==> src/rtl/regfile_write_arbiter_pkg.sv <==
// Shared definitions for the register-file write arbiter.
//   DW_DEF/AW_DEF/CNTW_DEF : default data, address and contention-counter widths
//   SRC0/SRC1              : source indices (pipeline WB, multi-cycle unit)
//   rr_state_e             : round-robin pointer state
package regfile_write_arbiter_pkg;

  localparam int unsigned DW_DEF   = 32;
  localparam int unsigned AW_DEF   = 5;
  localparam int unsigned CNTW_DEF = 16;

  localparam int unsigned SRC0 = 0;
  localparam int unsigned SRC1 = 1;

  typedef enum logic {
    RR_SRC0 = 1'b0,
    RR_SRC1 = 1'b1
  } rr_state_e;

endpackage

==> src/rtl/regfile_write_arbiter_wb_hold_buffer.sv <==
// One-entry writeback holding buffer with valid/ready handshake.
//   clk, resetb          : clock, synchronous active-low reset
//   valid, addr, data    : incoming writeback
//   ready                : combinational; free slot or slot draining this cycle
//   drain                : arbiter grant, empties the slot at the next edge
//   full, held_addr/data : buffered entry
module wb_hold_buffer
  import regfile_write_arbiter_pkg::*;
#(
  parameter int unsigned AW = AW_DEF,
  parameter int unsigned DW = DW_DEF
) (
  input  logic          clk,
  input  logic          resetb,
  input  logic          valid,
  output logic          ready,
  input  logic [AW-1:0] addr,
  input  logic [DW-1:0] data,
  input  logic          drain,
  output logic          full,
  output logic [AW-1:0] held_addr,
  output logic [DW-1:0] held_data
);

  logic accept;

  // A draining slot can take a new entry in the same cycle.
  assign ready  = resetb & (~full | drain);
  assign accept = valid & ready;

  // Slot register; a new accept wins over a same-cycle drain.
  always_ff @(posedge clk) begin
    if (!resetb) begin
      full      <= 1'b0;
      held_addr <= '0;
      held_data <= '0;
    end else if (accept) begin
      full      <= 1'b1;
      held_addr <= addr;
      held_data <= data;
    end else if (drain) begin
      full      <= 1'b0;
    end
  end

endmodule

==> src/rtl/regfile_write_arbiter.sv <==
// Shares the register-file write port between the pipeline WB (src0) and the
// multi-cycle unit (src1) through two holding buffers, a round-robin arbiter
// and a registered write stage.
//   Clk, Resetb            : clock, synchronous active-low reset
//   Src{0,1}Valid/Addr/Data: writeback requests; Src{0,1}Ready combinational
//   RW, BusW, RegWr        : register-file write port
//   Busy                   : any buffer full or write stage valid
//   Contention             : saturating count of both-buffers-full cycles
module regfile_write_arbiter
  import regfile_write_arbiter_pkg::*;
#(
  parameter int unsigned DW   = DW_DEF,
  parameter int unsigned AW   = AW_DEF,
  parameter int unsigned CNTW = CNTW_DEF
) (
  input  logic            Clk,
  input  logic            Resetb,
  input  logic            Src0Valid,
  output logic            Src0Ready,
  input  logic [AW-1:0]   Src0Addr,
  input  logic [DW-1:0]   Src0Data,
  input  logic            Src1Valid,
  output logic            Src1Ready,
  input  logic [AW-1:0]   Src1Addr,
  input  logic [DW-1:0]   Src1Data,
  output logic [AW-1:0]   RW,
  output logic [DW-1:0]   BusW,
  output logic            RegWr,
  output logic            Busy,
  output logic [CNTW-1:0] Contention
);

  localparam logic [CNTW-1:0] CNT_MAX = '1;

  logic [1:0]    full;
  logic [1:0]    grant;
  logic [AW-1:0] buf0_addr, buf1_addr, win_addr;
  logic [DW-1:0] buf0_data, buf1_data, win_data;
  logic          both_full, same_addr;
  rr_state_e     rr_q, rr_d;

  wb_hold_buffer #(.AW(AW), .DW(DW)) u_buf0 (
    .clk       (Clk),
    .resetb    (Resetb),
    .valid     (Src0Valid),
    .ready     (Src0Ready),
    .addr      (Src0Addr),
    .data      (Src0Data),
    .drain     (grant[SRC0]),
    .full      (full[SRC0]),
    .held_addr (buf0_addr),
    .held_data (buf0_data)
  );

  wb_hold_buffer #(.AW(AW), .DW(DW)) u_buf1 (
    .clk       (Clk),
    .resetb    (Resetb),
    .valid     (Src1Valid),
    .ready     (Src1Ready),
    .addr      (Src1Addr),
    .data      (Src1Data),
    .drain     (grant[SRC1]),
    .full      (full[SRC1]),
    .held_addr (buf1_addr),
    .held_data (buf1_data)
  );

  assign both_full = full[SRC0] & full[SRC1];
  assign same_addr = both_full & (buf0_addr == buf1_addr);

  // Round-robin pointer register.
  always_ff @(posedge Clk) begin
    if (!Resetb) rr_q <= RR_SRC0;
    else         rr_q <= rr_d;
  end

  // Grant and next pointer. Same-address conflicts always drain src1 first so
  // the younger src0 result is the one left in the register.
  always_comb begin
    grant = '0;
    rr_d  = rr_q;
    if (both_full) begin
      if (same_addr || rr_q == RR_SRC1) begin
        grant[SRC1] = 1'b1;
        rr_d        = RR_SRC0;
      end else begin
        grant[SRC0] = 1'b1;
        rr_d        = RR_SRC1;
      end
    end else if (full[SRC0]) begin
      grant[SRC0] = 1'b1;
    end else if (full[SRC1]) begin
      grant[SRC1] = 1'b1;
    end
  end

  assign win_addr = grant[SRC1] ? buf1_addr : buf0_addr;
  assign win_data = grant[SRC1] ? buf1_data : buf0_data;

  // Write stage and contention counter; R0 entries move RW/BusW but never write.
  always_ff @(posedge Clk) begin
    if (!Resetb) begin
      RW         <= '0;
      BusW       <= '0;
      RegWr      <= 1'b0;
      Contention <= '0;
    end else begin
      if (|grant) begin
        RW    <= win_addr;
        BusW  <= win_data;
        RegWr <= (win_addr != '0);
      end else begin
        RegWr <= 1'b0;
      end
      if (both_full && Contention != CNT_MAX) begin
        Contention <= Contention + CNTW'(1);
      end
    end
  end

  assign Busy = (|full) | RegWr;

endmodule
==> config.mk <==
export PLATFORM = sky130hd
export DESIGN_NAME = regfile_write_arbiter
export DESIGN_NICKNAME = d
export VERILOG_FILES = /design/src/rtl/regfile_write_arbiter_pkg.sv /design/src/rtl/regfile_write_arbiter_wb_hold_buffer.sv /design/src/rtl/regfile_write_arbiter.sv
export SDC_FILE = /design/constraint.sdc
export NUM_CORES = 1
export LEC_CHECK = 0
export BUFFER_PORTS_ARGS = -buffer_cell sky130_fd_sc_hd__buf_2
export CORE_ASPECT_RATIO = 0.7
export CORE_MARGIN = 1
export CORE_UTILIZATION = 50
export DETAILED_ROUTE_END_ITERATION = 6
export PLACE_DENSITY = 0.87
export SYNTH_ARGS = -nofsm -noshare
export SYNTH_HDL_FRONTEND = slang
export SYNTH_HIERARCHICAL = 1
export SYNTH_SLANG_ARGS = --single-unit
==> constraint.sdc <==
create_clock -name Clk -period 5.2 [get_ports Clk]
set_input_delay 0.78 -clock Clk [delete_from_list [all_inputs] [get_ports Clk]]
set_output_delay 0.78 -clock Clk [all_outputs]
set_load 0.03 [all_outputs]
# After elaboration in Yosys (flattened, before gate mapping)
# Index checks and enable logic that the tools add are counted.
# word_totals
romBits	0
latch_bits	0
ram_bits	0
input_bits	78
n_memories	0
reg_bits	131
# classes
n_lt_le_gt_ge	0
mux	12
reduce_logical	8
eq_ne	2
multipliers	0
bitwise_logic	11
shift	0
div_mod_pow	0
addsub	1
# op_table
operator	n
$mux 32	1
$add 16x1->16 const B	1
$ne 16x16->1 const B	1
$mux 1	9
$and 1x1->1	6
$eq 5x5->1	1
$mux 5	1
$reduce_bool 5->1	1
$reduce_bool 2->1	2
$reduce_or 2->1	2
$or 1x1->1	3
$mux 2	1
$not 1->1	2
$reduce_and 2->1	1
$logic_and 1x1->1	1
$logic_or 1x1->1	1

# Depth between registers and ports, before layout
# logic_depth
depth_word	9
depth_mapped	13
depth_no_buf	8

# By module
# Netlist, hierarchy kept.
# modules_own_cells
module	cells_each	area_each_um2	n_inst
wb_hold_buffer	166	1566.5	2
regfile_write_arbiter	343	2840.2	1

# Worst setup path after synthesis
# OpenSTA, ideal clock, no wires.
# synth_path
path_kind	reg-to-output
start	register u_buf0.full
end	output Src0Ready
stages_incl_launch_ff	11
t_arrival_ps	1762
setup_slack_ps	2658
cell_sequence	dfxtp_1 > buf_2 > inv_1 > o21ai_1 > o21a_1 > buf_2 > buf_2 > inv_1 > nor2_1 > nand2b_4 > and2_2
# synth_via
elab_chain_cells	7
elab_cells_between_ends	9
cone_classes	mux: 3; bitwise: 5; reduce/logical: 1
# synth_rtl
element	line_no	rtl
start, declared	regfile_write_arbiter_wb_hold_buffer.sv:20	output logic full,
start signal, assigned	regfile_write_arbiter_wb_hold_buffer.sv:34	full <= 1'b0;
start signal, assigned	regfile_write_arbiter_wb_hold_buffer.sv:38	full <= 1'b1;
start signal, assigned	regfile_write_arbiter_wb_hold_buffer.sv:42	full <= 1'b0;
$and 1x1->1	regfile_write_arbiter.sv:68	assign both_full = full[SRC0] & full[SRC1];
$and 1x1->1	regfile_write_arbiter.sv:69	assign same_addr = both_full & (buf0_addr == buf1_addr);
$logic_or 1x1->1	regfile_write_arbiter.sv:83	if (same_addr || rr_q == RR_SRC1) begin
$mux 1	regfile_write_arbiter.sv:83	
$mux 2 *	regfile_write_arbiter.sv:82	if (both_full) begin
net grant[0]	regfile_write_arbiter.sv:36	logic [1:0] grant;
$or 1x1->1 *	regfile_write_arbiter_wb_hold_buffer.sv:28	assign ready = resetb & (~full | drain);
$and 1x1->1 *	regfile_write_arbiter_wb_hold_buffer.sv:28	
end, declared	regfile_write_arbiter.sv:19	output logic Src0Ready,
# Mark *: on every way through the listed nets, which the timed path passes. The rest lies on a longest branch.

# Worst setup path in the final report
# Ends and elaborated chain as after synthesis.

==> flow_summary.json <==
{
  "outcome": "finished, final reports clean",
  "drt_pass1_iterations": 4,
  "grt_setup_unrepaired": "false",
  "syn_avg_cell_area_um2": 8.849,
  "io_pins": 135,
  "htree_levels": 4,
  "tns_ns": 0,
  "clock_skew_ns": 0.01159,
  "synthTopCellsByArea": "dfxtp_1, nand2_1, mux2i_1",
  "yosysUniqueCellTypes": 44,
  "timing.rr.end": "u_buf0/held_data[7]",
  "syn-num-nets": 754,
  "synth-seq-cells": 131,
  "drtIter0Drc": 373,
  "ys_warn_count": 6,
  "pwr-share-clk_pct": 44.8,
  "worstSetupStartpoint": "u_buf0/full",
  "start_kind": "flip-flop",
  "drv_cap": 0,
  "switchingPower_mw": 0.6730,
  "ys.flop_type": "dfxtp_1",
  "power.density_nw_per_um2": 369.1,
  "cp_max_fo": 39,
  "fin_area_um2": 7128,
  "yosys.area.top_type_share_pct": 43.90,
  "final.period_utilization_pct": 66.93,
  "wl_per_cell_um": 15.65,
  "vias": 5119,
  "crit_path_end": "Src0Ready",
  "ctsHoldBuffers": 0,
  "ant_nets": 0,
  "yosysTopAreaCell": "dfxtp_1",
  "yosys-top-cells-count": "nand2_1, dfxtp_1, mux2i_1",
  "die_h_um": 93.45,
  "yosysMostFrequentCell": "nand2_1",
  "vias_per_cell": 5.440,
  "hp-class": "flip-flop to flip-flop",
  "cp-end-kind": "output pin",
  "cts_tree": "built",
  "route.detailed.drc": 0,
  "p_leak_nw": 2.960,
  "antenna_found_initial": 0,
  "drive_gt1_share_pct": 23.60,
  "grt_first_pass_wirelength_mm": 22.99,
  "mappedNetlistArea_um2": 5973,
  "fillers": 920,
  "max_freq_mhz": 287.3,
  "cts.sinks": 131,
  "cts.clk_slew.worst_paths_ns": 0.05,
  "io_buffers": 134,
  "hold_viol_final": 0,
  "cp.arrival_ns": 2.70,
  "grt_max_degree": 92,
  "start_util_pct": 52.72,
  "row_count": 32,
  "gp_congestion": 0.8105,
  "diodes": 0,
  "crit_required_ns": 4.42,
  "clk_latency_ns": 0.41,
  "swShare_pct": 25.58,
  "drt-total-wl_mm": 14.73,
  "dpl_cell_area_um2": 6538,
  "setup_viol": 0,
  "p_int_mw": 1.958,
  "cts_buffers": 17,
  "path_class": "flip-flop to output pin",
  "p_total_mw": 2.631,
  "rrSetupSlack_ns": 2.24,
  "cts_root_buf": "clkbuf_16",
  "design.die.area_um2": 12390,
  "grt_pass1_vias": 4666,
  "synth_edf_count": 0,
  "combPwrFrac_pct": 13.1,
  "gr-total-overflow": 0,
  "seq_area_frac_synth_pct": 43.90,
  "synthArstFlopShare_pct": 0,
  "die_x_um": 132.6,
  "syn_to_final_growth_pct": 19.33,
  "hold_path_depth": 2,
  "grt_use_total_pct": 23.64,
  "cts_max_path_buffers": 2,
  "slew_violations": 0,
  "period_needed_ns": 3.480,
  "worstReg2RegStart": "u_buf0/full",
  "core_um2": 11330,
  "vdd_drop_max_uv": 253.2,
  "syn_inst": 675,
  "rr_worst_depth": 8,
  "tightest_slew_ns": 0.8558,
  "seqPwrFrac_pct": 42.1,
  "postCtsSetupBuffers": 0,
  "dp_hpwl_mm": 9.243,
  "cts_resized": 0,
  "max_slew_margin_pct": 42.95,
  "nets": 856
}
==> final cells by class <==
class	count	area (um^2)	share of cell area (%)
inverters	8	30.03	0.4213
flip-flops and latches	131	2623	36.79
repair buffers	141	725.7	10.18
clock buffers	27	523.0	7.337
well taps	153	191.4	2.686
clock inverters	3	67.56	0.9479
multi-input cells	478	2968	41.64
==> kinds of logic (layout without fill, tap and decap cells) <==
| kind of cell | Yosys count | in the layout | share of synthesized area [%] |
|---|---|---|---|
| AND/OR/NAND/NOR | 285 | 285 | 20.93 |
| flip-flops | 131 | 131 | 43.90 |
| AO/OA/AOI/OAI | 107 | 107 | 13.80 |
| multiplexers | 80 | 80 | 13.41 |
| buffers and inverters | 66 | 179 | 7.017 |
| XOR/XNOR | 5 | 5 | 0.7331 |
| adder cells (fa/ha/maj) | 1 | 1 | 0.2094 |
==> worst max-delay path, stage by stage, from the launching register on <==
cell	delay (ns)
dfxtp_1	0.55
inv_1	0.15
o21ai_4	0.15
o21a_2	0.71
inv_1	0.13
nor2_1	0.12
nand2b_4	0.15
and2_2	0.14
buf_2	0.19
==> power by group through the flow <==
stage          clock network (mW)  registers (mW)  logic, mW
3_3_place_gp                    0            1.13      0.335
6_report                     1.18            1.11      0.344
4_1_cts                      1.19            1.11      0.341
2_1_floorplan                   0            1.15      0.229
3_5_place_dp                    0            1.13      0.339
5_1_grt                      1.24            1.11      0.368
==> stage by stage <==
| step | util, % | hold WS [ns] | setup WS [ns] | instances |
|---|---|---|---|---|
| final | 62.91 | 0.4592 | 1.720 | 941 |
| after floorplan | - | 0.4350 | 2.658 | 675 |
| after global routing | 62.91 | 0.4743 | 1.542 | 941 |
| after global placement | 57.70 | 0.4418 | 2.173 | 911 |
| after CTS | 62.91 | 0.4588 | 1.713 | 941 |
| after detailed placement | 57.70 | 0.4483 | 2.154 | 911 |
==> worst min path at each step <==
stage / from / endpoint / slack, ns
after floorplan: u_buf1/held_data[0] / u_buf1/held_data[0] / 0.43
after global placement: u_buf0/held_data[18] / u_buf0/held_data[18] / 0.44
after detailed placement: u_buf1/held_data[28] / u_buf1/held_data[28] / 0.45
after CTS: u_buf0/held_data[14] / u_buf0/held_data[14] / 0.46
after global routing: u_buf1/held_data[24] / u_buf1/held_data[24] / 0.47
final: u_buf1/held_data[31] / u_buf1/held_data[31] / 0.46
==> sequential cells by signal (all words and copies together), names as in the netlist <==
| name | cells |
|---|---|
| RegWr | 1 |
| u_buf0/held_data | 32 |
| rr_q | 1 |
| BusW | 32 |
| u_buf1/held_data | 32 |
| u_buf0/held_addr | 5 |
| u_buf1/full | 1 |
| Contention | 16 |
| u_buf0/full | 1 |
| RW | 5 |
| u_buf1/held_addr | 5 |
==> placed cells by master (no fill, tap or decap), types with 2 or more instances in the layout <==
master	synthesis	layout
xnor2_1	5	5
o31ai_1	3	3
nand2b_4	2	2
mux2i_1	80	80
nand2_1	237	237
clkbuf_1	30	4
nand3_2	0	2
or3_1	4	4
and3_1	2	2
and2_2	2	2
o41ai_1	3	3
o2111ai_1	37	37
inv_1	8	8
o211ai_1	38	38
clkbuf_8	0	6
buf_4	2	8
bufinv_16	0	2
and2_4	3	3
a21oi_1	11	11
o21ai_0	5	5
buf_2	15	133
nand3_1	6	4
nand2b_1	5	5
a211oi_1	2	2
a21boi_0	2	2
nor2_1	5	4
clkbuf_16	0	17
dfxtp_1	131	131
and4_4	3	3
or4_1	8	8
==> metal layers <==
layer / GRT usage, % / share of wire (%) / routed length [um] / vias to the layer above
met2: 35.70 / 44 / 6459 / 187
met5: 0 / 0 / 0 / -
met3: 6.721 / 6.4 / 936 / 17
met4: 8.046 / 1.1 / 158 / 0
met1: 32.26 / 49 / 7172 / 2341
li1: - / - / - / 2574
Note: power is estimated with default switching activity, not from simulation.
